## src/rtl/mips_muldiv_pkg.sv

```systemverilog
// Shared types and constants for the iterative HI/LO multiply/divide unit.
package mips_muldiv_pkg;

   localparam int WIDTH = 32;
   localparam int ITER  = WIDTH;
   localparam int CNT_W = $clog2(ITER);

   typedef enum logic [1:0] {
      OP_MULT  = 2'b00,
      OP_MULTU = 2'b01,
      OP_DIV   = 2'b10,
      OP_DIVU  = 2'b11
   } op_e;

   typedef enum logic [1:0] {
      IDLE = 2'b00,
      RUN  = 2'b01,
      FIX  = 2'b10
   } state_e;

   function automatic logic [WIDTH-1:0] magnitude(input logic [WIDTH-1:0] v, input logic is_signed);
      return (is_signed && v[WIDTH-1]) ? -v : v;
   endfunction

endpackage

```

## src/rtl/mips_muldiv_if.sv

```systemverilog
// Execute-stage bus between the control unit and the multiply/divide unit.
interface mips_muldiv_if;
   import mips_muldiv_pkg::*;

   logic             Start;
   op_e              Op;
   logic [WIDTH-1:0] A;
   logic [WIDTH-1:0] B;
   logic             HiWe;
   logic             LoWe;
   logic [WIDTH-1:0] WData;
   logic             Busy;
   logic             Done;
   logic [WIDTH-1:0] HI;
   logic [WIDTH-1:0] LO;

   modport master (
      output Start, Op, A, B, HiWe, LoWe, WData,
      input  Busy, Done, HI, LO
   );

   modport slave (
      input  Start, Op, A, B, HiWe, LoWe, WData,
      output Busy, Done, HI, LO
   );

endinterface

```

## src/rtl/mips_divu_step.sv

```systemverilog
// One restoring-division iteration: shift in a dividend bit, subtract if it fits.
module mips_divu_step
   import mips_muldiv_pkg::*;
(
   input  logic [WIDTH-1:0] rem_in,
   input  logic             dividend_bit,
   input  logic [WIDTH-1:0] divisor,
   output logic [WIDTH-1:0] rem_out,
   output logic             q_bit
);

   logic [WIDTH:0] shifted;
   logic [WIDTH:0] diff;
   logic           unused_msb;

   always_comb begin
      shifted = {rem_in, dividend_bit};
      diff    = shifted - {1'b0, divisor};
      q_bit   = (shifted >= {1'b0, divisor});
      // A successful subtract always leaves diff < divisor, so the top bit is zero.
      {unused_msb, rem_out} = q_bit ? diff : shifted;
   end

endmodule

```

## src/rtl/mips_muldiv_unit.sv

```systemverilog
// Iterative MULT/MULTU/DIV/DIVU with architectural HI/LO, one bit per cycle.
//   state | meaning
//   IDLE  | waiting for Start; MTHI/MTLO writes accepted
//   RUN   | ITER shift-add / restoring-divide iterations
//   FIX   | sign correction and HI/LO write, Done next cycle
module mips_muldiv_unit
   import mips_muldiv_pkg::*;
(
   input  logic          Clk,
   input  logic          Rst_n,
   mips_muldiv_if.slave  bus
);

   state_e             state_q, state_d;
   logic               start_ok;
   logic [CNT_W-1:0]   cnt_q;
   op_e                op_q;
   logic               neg_main_q;
   logic               neg_rem_q;
   logic               b_zero_q;
   logic [WIDTH-1:0]   mag_b_q;
   logic [WIDTH-1:0]   acc_hi_q;
   logic [WIDTH-1:0]   acc_lo_q;
   logic [WIDTH-1:0]   hi_q;
   logic [WIDTH-1:0]   lo_q;
   logic               done_q;

   logic               start_signed;
   logic               start_div;
   logic               is_div;
   logic [WIDTH-1:0]   div_rem;
   logic               div_qbit;
   logic [WIDTH:0]     mul_sum;
   logic [2*WIDTH-1:0] prod_raw;
   logic [2*WIDTH-1:0] prod_fix;
   logic [WIDTH-1:0]   hi_res;
   logic [WIDTH-1:0]   lo_res;

   always_ff @(posedge Clk) begin
      if (!Rst_n) state_q <= IDLE;
      else        state_q <= state_d;
   end

   always_comb begin
      state_d  = state_q;
      start_ok = 1'b0;
      unique case (state_q)
         IDLE: begin
            if (bus.Start) begin
               start_ok = 1'b1;
               state_d  = RUN;
            end
         end
         RUN:     if (cnt_q == CNT_W'(ITER-1)) state_d = FIX;
         FIX:     state_d = IDLE;
         default: state_d = IDLE;
      endcase
   end

   always_comb begin
      start_signed = (bus.Op == OP_MULT) || (bus.Op == OP_DIV);
      start_div    = (bus.Op == OP_DIV)  || (bus.Op == OP_DIVU);
      is_div       = (op_q == OP_DIV)    || (op_q == OP_DIVU);
   end

   mips_divu_step u_step (
      .rem_in       (acc_hi_q),
      .dividend_bit (acc_lo_q[WIDTH-1]),
      .divisor      (mag_b_q),
      .rem_out      (div_rem),
      .q_bit        (div_qbit)
   );

   // acc_hi holds the running product high half or the partial remainder;
   // acc_lo holds the multiplier or the dividend/quotient shift register.
   always_comb begin
      mul_sum  = {1'b0, acc_hi_q} + (acc_lo_q[0] ? {1'b0, mag_b_q} : '0);
      prod_raw = {acc_hi_q, acc_lo_q};
      prod_fix = neg_main_q ? -prod_raw : prod_raw;
      hi_res   = prod_fix[2*WIDTH-1:WIDTH];
      lo_res   = prod_fix[WIDTH-1:0];
      if (is_div) begin
         hi_res = neg_rem_q ? -acc_hi_q : acc_hi_q;
         lo_res = b_zero_q ? '1 : (neg_main_q ? -acc_lo_q : acc_lo_q);
      end
   end

   always_ff @(posedge Clk) begin
      if (!Rst_n) begin
         cnt_q      <= '0;
         op_q       <= OP_MULT;
         neg_main_q <= 1'b0;
         neg_rem_q  <= 1'b0;
         b_zero_q   <= 1'b0;
         mag_b_q    <= '0;
         acc_hi_q   <= '0;
         acc_lo_q   <= '0;
         hi_q       <= '0;
         lo_q       <= '0;
         done_q     <= 1'b0;
      end else begin
         done_q <= 1'b0;
         if (state_q == IDLE) begin
            if (bus.HiWe) hi_q <= bus.WData;
            if (bus.LoWe) lo_q <= bus.WData;
         end
         if (start_ok) begin
            cnt_q      <= '0;
            op_q       <= bus.Op;
            neg_main_q <= start_signed && (bus.A[WIDTH-1] ^ bus.B[WIDTH-1]);
            neg_rem_q  <= start_signed && start_div && bus.A[WIDTH-1];
            b_zero_q   <= (bus.B == '0);
            mag_b_q    <= magnitude(bus.B, start_signed);
            acc_hi_q   <= '0;
            acc_lo_q   <= magnitude(bus.A, start_signed);
         end
         if (state_q == RUN) begin
            cnt_q <= cnt_q + 1'b1;
            if (is_div) begin
               acc_hi_q <= div_rem;
               acc_lo_q <= {acc_lo_q[WIDTH-2:0], div_qbit};
            end else begin
               {acc_hi_q, acc_lo_q} <= {mul_sum, acc_lo_q[WIDTH-1:1]};
            end
         end
         if (state_q == FIX) begin
            hi_q   <= hi_res;
            lo_q   <= lo_res;
            done_q <= 1'b1;
         end
      end
   end

   assign bus.Busy = (state_q != IDLE);
   assign bus.Done = done_q;
   assign bus.HI   = hi_q;
   assign bus.LO   = lo_q;

endmodule

```

## src/flat_wrapper.sv

```systemverilog
// flat-port wrapper written by rule: the top's interface ports become plain ports
module mips_muldiv_unit_flat import mips_muldiv_pkg::*;
  (Clk, Rst_n, bus_Start, bus_Op, bus_A, bus_B, bus_HiWe, bus_LoWe, bus_WData, bus_Busy, bus_Done, bus_HI, bus_LO);
  mips_muldiv_if bus_i ();
  input  logic Clk;
  input  logic Rst_n;
  input wire logic [$bits(bus_i.Start)-1:0] bus_Start;
  input wire logic [$bits(bus_i.Op)-1:0] bus_Op;
  input wire logic [$bits(bus_i.A)-1:0] bus_A;
  input wire logic [$bits(bus_i.B)-1:0] bus_B;
  input wire logic [$bits(bus_i.HiWe)-1:0] bus_HiWe;
  input wire logic [$bits(bus_i.LoWe)-1:0] bus_LoWe;
  input wire logic [$bits(bus_i.WData)-1:0] bus_WData;
  output wire logic [$bits(bus_i.Busy)-1:0] bus_Busy;
  output wire logic [$bits(bus_i.Done)-1:0] bus_Done;
  output wire logic [$bits(bus_i.HI)-1:0] bus_HI;
  output wire logic [$bits(bus_i.LO)-1:0] bus_LO;
  assign bus_i.Start = bus_Start;
  assign bus_i.Op = bus_Op;
  assign bus_i.A = bus_A;
  assign bus_i.B = bus_B;
  assign bus_i.HiWe = bus_HiWe;
  assign bus_i.LoWe = bus_LoWe;
  assign bus_i.WData = bus_WData;
  assign bus_Busy = bus_i.Busy;
  assign bus_Done = bus_i.Done;
  assign bus_HI = bus_i.HI;
  assign bus_LO = bus_i.LO;
  mips_muldiv_unit u_core (.Clk(Clk), .Rst_n(Rst_n), .bus(bus_i));
endmodule
```

## config.mk

```make
export PLATFORM = sky130hd
export DESIGN_NAME = mips_muldiv_unit_flat
export DESIGN_NICKNAME = d
export VERILOG_FILES = /design/src/rtl/mips_muldiv_pkg.sv /design/src/rtl/mips_muldiv_if.sv /design/src/rtl/mips_divu_step.sv /design/src/rtl/mips_muldiv_unit.sv /design/src/flat_wrapper.sv
export SDC_FILE = /design/constraint.sdc
export NUM_CORES = 1
export LEC_CHECK = 0
export CORE_UTILIZATION = 59
export CTS_CLUSTER_DIAMETER = 150
export CTS_CLUSTER_SIZE = 40
export DETAILED_ROUTE_END_ITERATION = 10
export DONT_BUFFER_PORTS = 1
export MAX_ROUTING_LAYER = met4
export PLACE_DENSITY = 0.86
export SKIP_LAST_GASP = 1
export SLEW_MARGIN = 20
export SYNTH_ARGS = -nofsm -noshare
export SYNTH_HDL_FRONTEND = slang
export SYNTH_SLANG_ARGS = --single-unit
```

## constraint.sdc

```tcl
create_clock -name Clk -period 4.25 [get_ports Clk]
set_input_delay 1.275 -clock Clk [delete_from_list [all_inputs] [get_ports Clk]]
set_output_delay 1.275 -clock Clk [all_outputs]
set_load 0.05 [all_outputs]
```

# Word level (Yosys, flattened, before mapping)
# Cells that the tools add are included.
# W data, S select, Z words.
classes:
  muxes: 30
  eq_ne: 9
  n_bitwise: 1
  addsub: 8
  n_lt_le_gt_ge: 1
  reduce_logical: 19
op_table:
  columns: ["operator", "count"]
  rows:
  - ["$mux W32", 21]
  - ["$neg A32 Y32", 4]
  - ["$mux W64", 1]
  - ["$neg A64 Y64", 1]
  - ["$add A32 B32 Y33", 1]
  - ["$ge A33 B32 Y1", 1]
  - ["$logic_not A32 Y1", 1]
  - ["$sub A32 B32 Y32", 1]
  - ["$eq A2 B2 Y1 const B", 5]
  - ["$mux W5", 2]
  - ["$reduce_bool A2 Y1", 5]
  - ["$reduce_and A2 Y1", 3]
  - ["$add A5 B1 Y5 const B", 1]
  - ["$eq A5 B5 Y1 const B", 1]
  - ["$logic_and A1 B1 Y1", 5]
  - ["$logic_not A2 Y1", 2]
  - ["$mux W2", 2]
  - ["$pmux W2 S2", 1]
  - ["$logic_or A1 B1 Y1", 3]
  - ["$mux W1", 3]
  - ["$eq A2 B1 Y1 const B", 1]
  - ["$ne A2 B1 Y1 const B", 1]
  - ["$ne A2 B2 Y1 const B", 1]
  - ["$xor A1 B1 Y1", 1]
word_totals:
  inputBits: 103
  output_inout_bits: 66
  wordCells: 80
  ff_bits: 173

# Longest topological paths before layout
depth:
  word_depth: 6
  depth_mapped: 14
  depth_no_buf: 13

# By module
# Synthesis repeated with hierarchy kept, for this count alone.
unflattened:
  hier_cells: 1891
  area_unflattened_um2: 14456.4
by_module_without_submodules:
  columns: ["module", "cells_per_inst", "n_inst", "seq_area_each_um2", "area_per_inst_um2"]
  rows:
  - ["mips_muldiv_unit", 1568, 1, 3443.3, 12125.4]
  - ["mips_divu_step", 323, 1, 0.0, 2331.0]

# Worst setup path before layout
# OpenSTA, ideal clock, no wires.
synth_timing:
  kind: "input-to-reg"
  start: "input port bus_B[4]"
  end: "register u_core.mag_b_q[28]"
  slack_ps: 864
  required_time_ps: 4164
  setup_ps: 86
  n_path_buf: 0
  stages: 8
  arrival_time_ps: 3300
  path_cell_list: "nor4_1 nand3_1 nor4_1 and3_1 nor2b_1 a31oi_1 xnor2_1 a211oi_1"
synth_between:
  elab_chain_len: 2
synth_lines:
  columns: ["item", "line", "text"]
  rows:
  - ["start, declared", "flat_wrapper.sv:10", "input wire logic [$bits(bus_i.B)-1:0] bus_B;"]
  - ["$neg A32 Y32", "mips_muldiv_pkg.sv:22", "return (is_signed && v[WIDTH-1]) ? -v : v;"]
  - ["$mux W32", "mips_muldiv_pkg.sv:22", null]
  - ["end signal, assigned", "mips_muldiv_unit.sv:113", "mag_b_q <= magnitude(bus.B, start_signed);"]
  - ["end, declared", "mips_muldiv_unit.sv:21", "logic [WIDTH-1:0] mag_b_q;"]
# No other way between the ends.
# A chain may end at the register's enable or synchronous reset.

# Worst setup path after layout
layout_timing:
  start: "register u_core.acc_lo_q[0]"
  end: "register u_core.acc_hi_q[28]"
layout_between:
  elab_chain_len: 4
layout_lines:
  columns: ["item", "line", "text"]
  rows:
  - ["start, declared", "mips_muldiv_unit.sv:23", "logic [WIDTH-1:0] acc_lo_q;"]
  - ["start signal, assigned", "mips_muldiv_unit.sv:115", "acc_lo_q <= magnitude(bus.A, start_signed);"]
  - ["start signal, assigned", "mips_muldiv_unit.sv:121", "acc_lo_q <= {acc_lo_q[WIDTH-2:0], div_qbit};"]
  - ["start signal, assigned", "mips_muldiv_unit.sv:123", "{acc_hi_q, acc_lo_q} <= {mul_sum, acc_lo_q[WIDTH-1:1]};"]
  - ["$mux W32", "mips_muldiv_unit.sv:77", "mul_sum = {1'b0, acc_hi_q} + (acc_lo_q[0] ? {1'b0, mag_b_q} : '0);"]
  - ["$add A32 B32 Y33", "mips_muldiv_unit.sv:77", null]
  - ["$mux W32", "mips_muldiv_unit.sv:119", "if (is_div) begin"]
  - ["$mux W32", "mips_muldiv_unit.sv:117", "if (state_q == RUN) begin"]
  - ["end signal, assigned", "mips_muldiv_unit.sv:120", "acc_hi_q <= div_rem;"]
  - ["end signal, assigned", "mips_muldiv_unit.sv:123", null]
  - ["end, declared", "mips_muldiv_unit.sv:22", "logic [WIDTH-1:0] acc_hi_q;"]
# No other way between the ends.

==> out/qor.txt <==
Initial Utilization -> 0.608
CP Capture Type -> flip-flop
DR pass1 iterations -> 6
die width -> 156 µm
CTS max path bufs -> 2
number of global-route vias before repair -> 13,200
initial DRC count -> 1,861
worst-margin pin slew -> 1200 ps
CP max-delay cell -> o31ai_1
critical path class -> reg -> reg
final net count -> 1,986
Tot GR Track Use -> 0.395
ratio of cells with drive above 1 in the final layout -> 0.0669
Sum Neg Setup Slack -> 0 ps
status -> complete, no violations
number of synthesized flops with an enable pin -> 0
diode count -> 0
Crit Path Max Fanout -> 13
routed len/inst -> 22.0 µm
post-synthesis async set-or-reset flop share -> 0
Total Power -> 4.99 mW
WP data required -> 4580 ps
worst skew pair latency -> 450 ps
Post-DP HPWL -> 35,200 µm
max-cap viol count -> 0
final wirelength -> 47,100 µm
Synth Warn # -> 0
vias per cell -> 6.80
clock slew at reported path FFs -> 80 ps
CTS buffer count -> 17
TritonCTS sink count -> 172
RSZ-0062 raised after global routing -> false
CTS hold repair buffers -> 0
DP Area -> 14,200 µm²
min Tclk post-route -> 3950 ps
die height -> 156 µm
Setup-failing EPs final -> 0
DRC -> 0
Row Count -> 55
leakage power -> 5.76 nW
via count -> 14,500
Post-Syn Nets -> 2,047
cell area after synthesis -> 13,900 µm²
Post-CTS Resized -> 0
largest net degree at the start of global routing -> 85
Fmax achieved -> 0.253 GHz
initial antenna violation count -> 0
Slew Limit Fails -> 0
H-Tree Depth -> 4
synth unique cells -> 80
fin area -> 14,900 µm²
Seq/Total Area, Yosys -> 0.247
Post-synth top flop -> dfxtp_1
critical path data arrival time -> 4280 ps
Place WS -> 468 ps
Yosys reg bits -> 172
Slew Limit Headroom -> 0.199
io pins -> 169
gpl congestion -> 0.995
root buffer cell -> clkbuf_16
endpoints failing hold -> 0
Syn Area/Cell -> 7.44 µm²
Synth Instances -> 1,872
CP Launch Type -> flip-flop
first-pass GRT wire length -> 73,000 µm
final worst setup slack -> 302 ps
crit-path cells -> inv_1 -> buf_4 -> nor2_1 -> ha_1 -> nand3_1 -> o22ai_1 -> o22ai_1 -> o2111a_1 -> o31ai_1 -> a31oi_1 -> xor2_1 -> nand2_1 -> a32o_1
area grow syn2layout -> 6.79%
CP max stage delay -> 550 ps
grt ovf -> 0
most used cell, CP -> o22ai_1
Post-CTS Setup Bufs -> 0
Die Area -> 24,200 µm²
core area -> 22,900 µm²
final period utilization -> 0.929
post-route antenna net violation count -> 0
final hold slack -> 478 ps
CTS tree -> built
Pwr per Cell Area -> 335 nW/µm²
Worst Skew -> 18.0 ps
Port Buffers -> 0
type of the worst min-delay path -> reg -> reg
maximum vdd drop -> 203 µV
## cells in the final DEF (no fill, tap or decap), drive strengths merged, types with 21 or more instances in the layout
master,Yosys,layout
nor2,186,186
nor4,21,21
o21ai,124,124
o31ai,21,21
a21oi,175,175
dfxtp,172,172
nand3,30,30
ha,70,70
mux2i,39,39
xnor2,105,105
a211oi,93,93
xor2,52,52
nor3,37,37
or3,28,28
inv,68,73
buf,28,50
nand2,193,193
o221ai,54,54
## sequential cells by signal, indices dropped and copies added (netlist names)
register / cells
u_core.acc_hi_q: 32
u_core.acc_lo_q: 32
u_core.b_zero_q: 1
u_core.bus.Done: 1
u_core.bus.HI: 32
u_core.bus.LO: 32
u_core.cnt_q: 5
u_core.mag_b_q: 32
u_core.neg_main_q: 1
u_core.neg_rem_q: 1
u_core.op_q: 1
u_core.state_q: 2
## worst max-delay path: cells and delay by family (launching register included)
family          cells  cell delay, ps
compound gates      6            1950
xor+xnor            1             160
fa+ha+maj           1             370
buf+inv             2             710
flops               1             400
simple gates        3             240
## synth_stat cells (8+ instances only)
master,instances,area [µm²]
a211oi_1,93,698
a21o_1,20,150
a21oi_1,175,876
a221o_1,8,80.1
a311oi_1,18,158
a31oi_1,19,119
and3_1,17,106
buf_1,19,71.3
clkbuf_1,101,379
dfxtp_1,172,3440
ha_1,70,876
inv_1,68,255
mux2i_1,39,390
nand2_1,193,724
nand2b_1,14,87.6
nand3_1,30,150
nand4_1,11,68.8
nor2_1,186,698
nor2b_1,18,113
nor3_1,35,175
nor4_1,19,119
o211ai_1,20,150
o21ai_0,116,581
o221ai_1,54,473
o31ai_1,21,158
or2_2,9,56.3
or3_1,26,163
or4_1,12,90.1
xnor2_1,105,920
xor2_1,52,455
## layer usage
| metal | GRT usage | share of wire | vias up |
|---|---|---|---|
| met5 | - | 0 | - |
| met4 | 0.129 | 0.028 | 0 |
| met3 | 0.0853 | 0.11 | 114 |
| met2 | 0.578 | 0.43 | 859 |
| met1 | 0.539 | 0.43 | 6792 |
| li1 | - | - | 6777 |
## through the flow
step / cells / utilization
floorplan: 1872 / -
global placement: 2105 / 0.621
detailed placement: 2105 / 0.621
CTS: 2137 / 0.649
global route: 2137 / 0.649
finish: 2137 / 0.649
## area by class of cell
class	instances	area (µm²)
well taps	313	392
clock inverters	15	211
multi-input cells	1502	9760
repair buffers	50	388
flip-flops and latches	172	3440
inverters	68	256
clock buffers	17	425
fillers	2014	8040
## path summary, 6_finish.rpt
kind	startpoint	to	slack (ps)	depth (start not counted)
max	u_core.acc_lo_q[0]$_SDFFE_PN0P_	u_core.acc_hi_q[28]$_SDFFE_PN0P_	300	13
min	u_core.cnt_q[3]$_SDFFE_PN0P_	u_core.cnt_q[3]$_SDFFE_PN0P_	480	1
max reg2reg	u_core.acc_lo_q[0]$_SDFFE_PN0P_	u_core.acc_hi_q[28]$_SDFFE_PN0P_	300	13
min reg2reg	u_core.cnt_q[3]$_SDFFE_PN0P_	u_core.cnt_q[3]$_SDFFE_PN0P_	480	1
## report_power, final
group          switching [mW]  internal (mW)  total [mW]
Combinational           0.789          0.463        1.25
Clock                   0.867          0.865        1.73
Sequential              0.283           1.72        2.00
Total                    1.94           3.05        4.99
## cell families (layout without fill, tap and decap cells)
family,after synthesis,in the layout,synth area share
flip-flops,172,172,0.247
AO/OA/AOI/OAI,628,628,0.299
multiplexers,40,40,0.0288
XOR/XNOR,157,157,0.0987
buffers and inverters,198,150,0.0549
AND/OR/NAND/NOR,605,605,0.205
adder cells (fa/ha/maj),72,72,0.0658
Power figures use the tool's default switching activity.
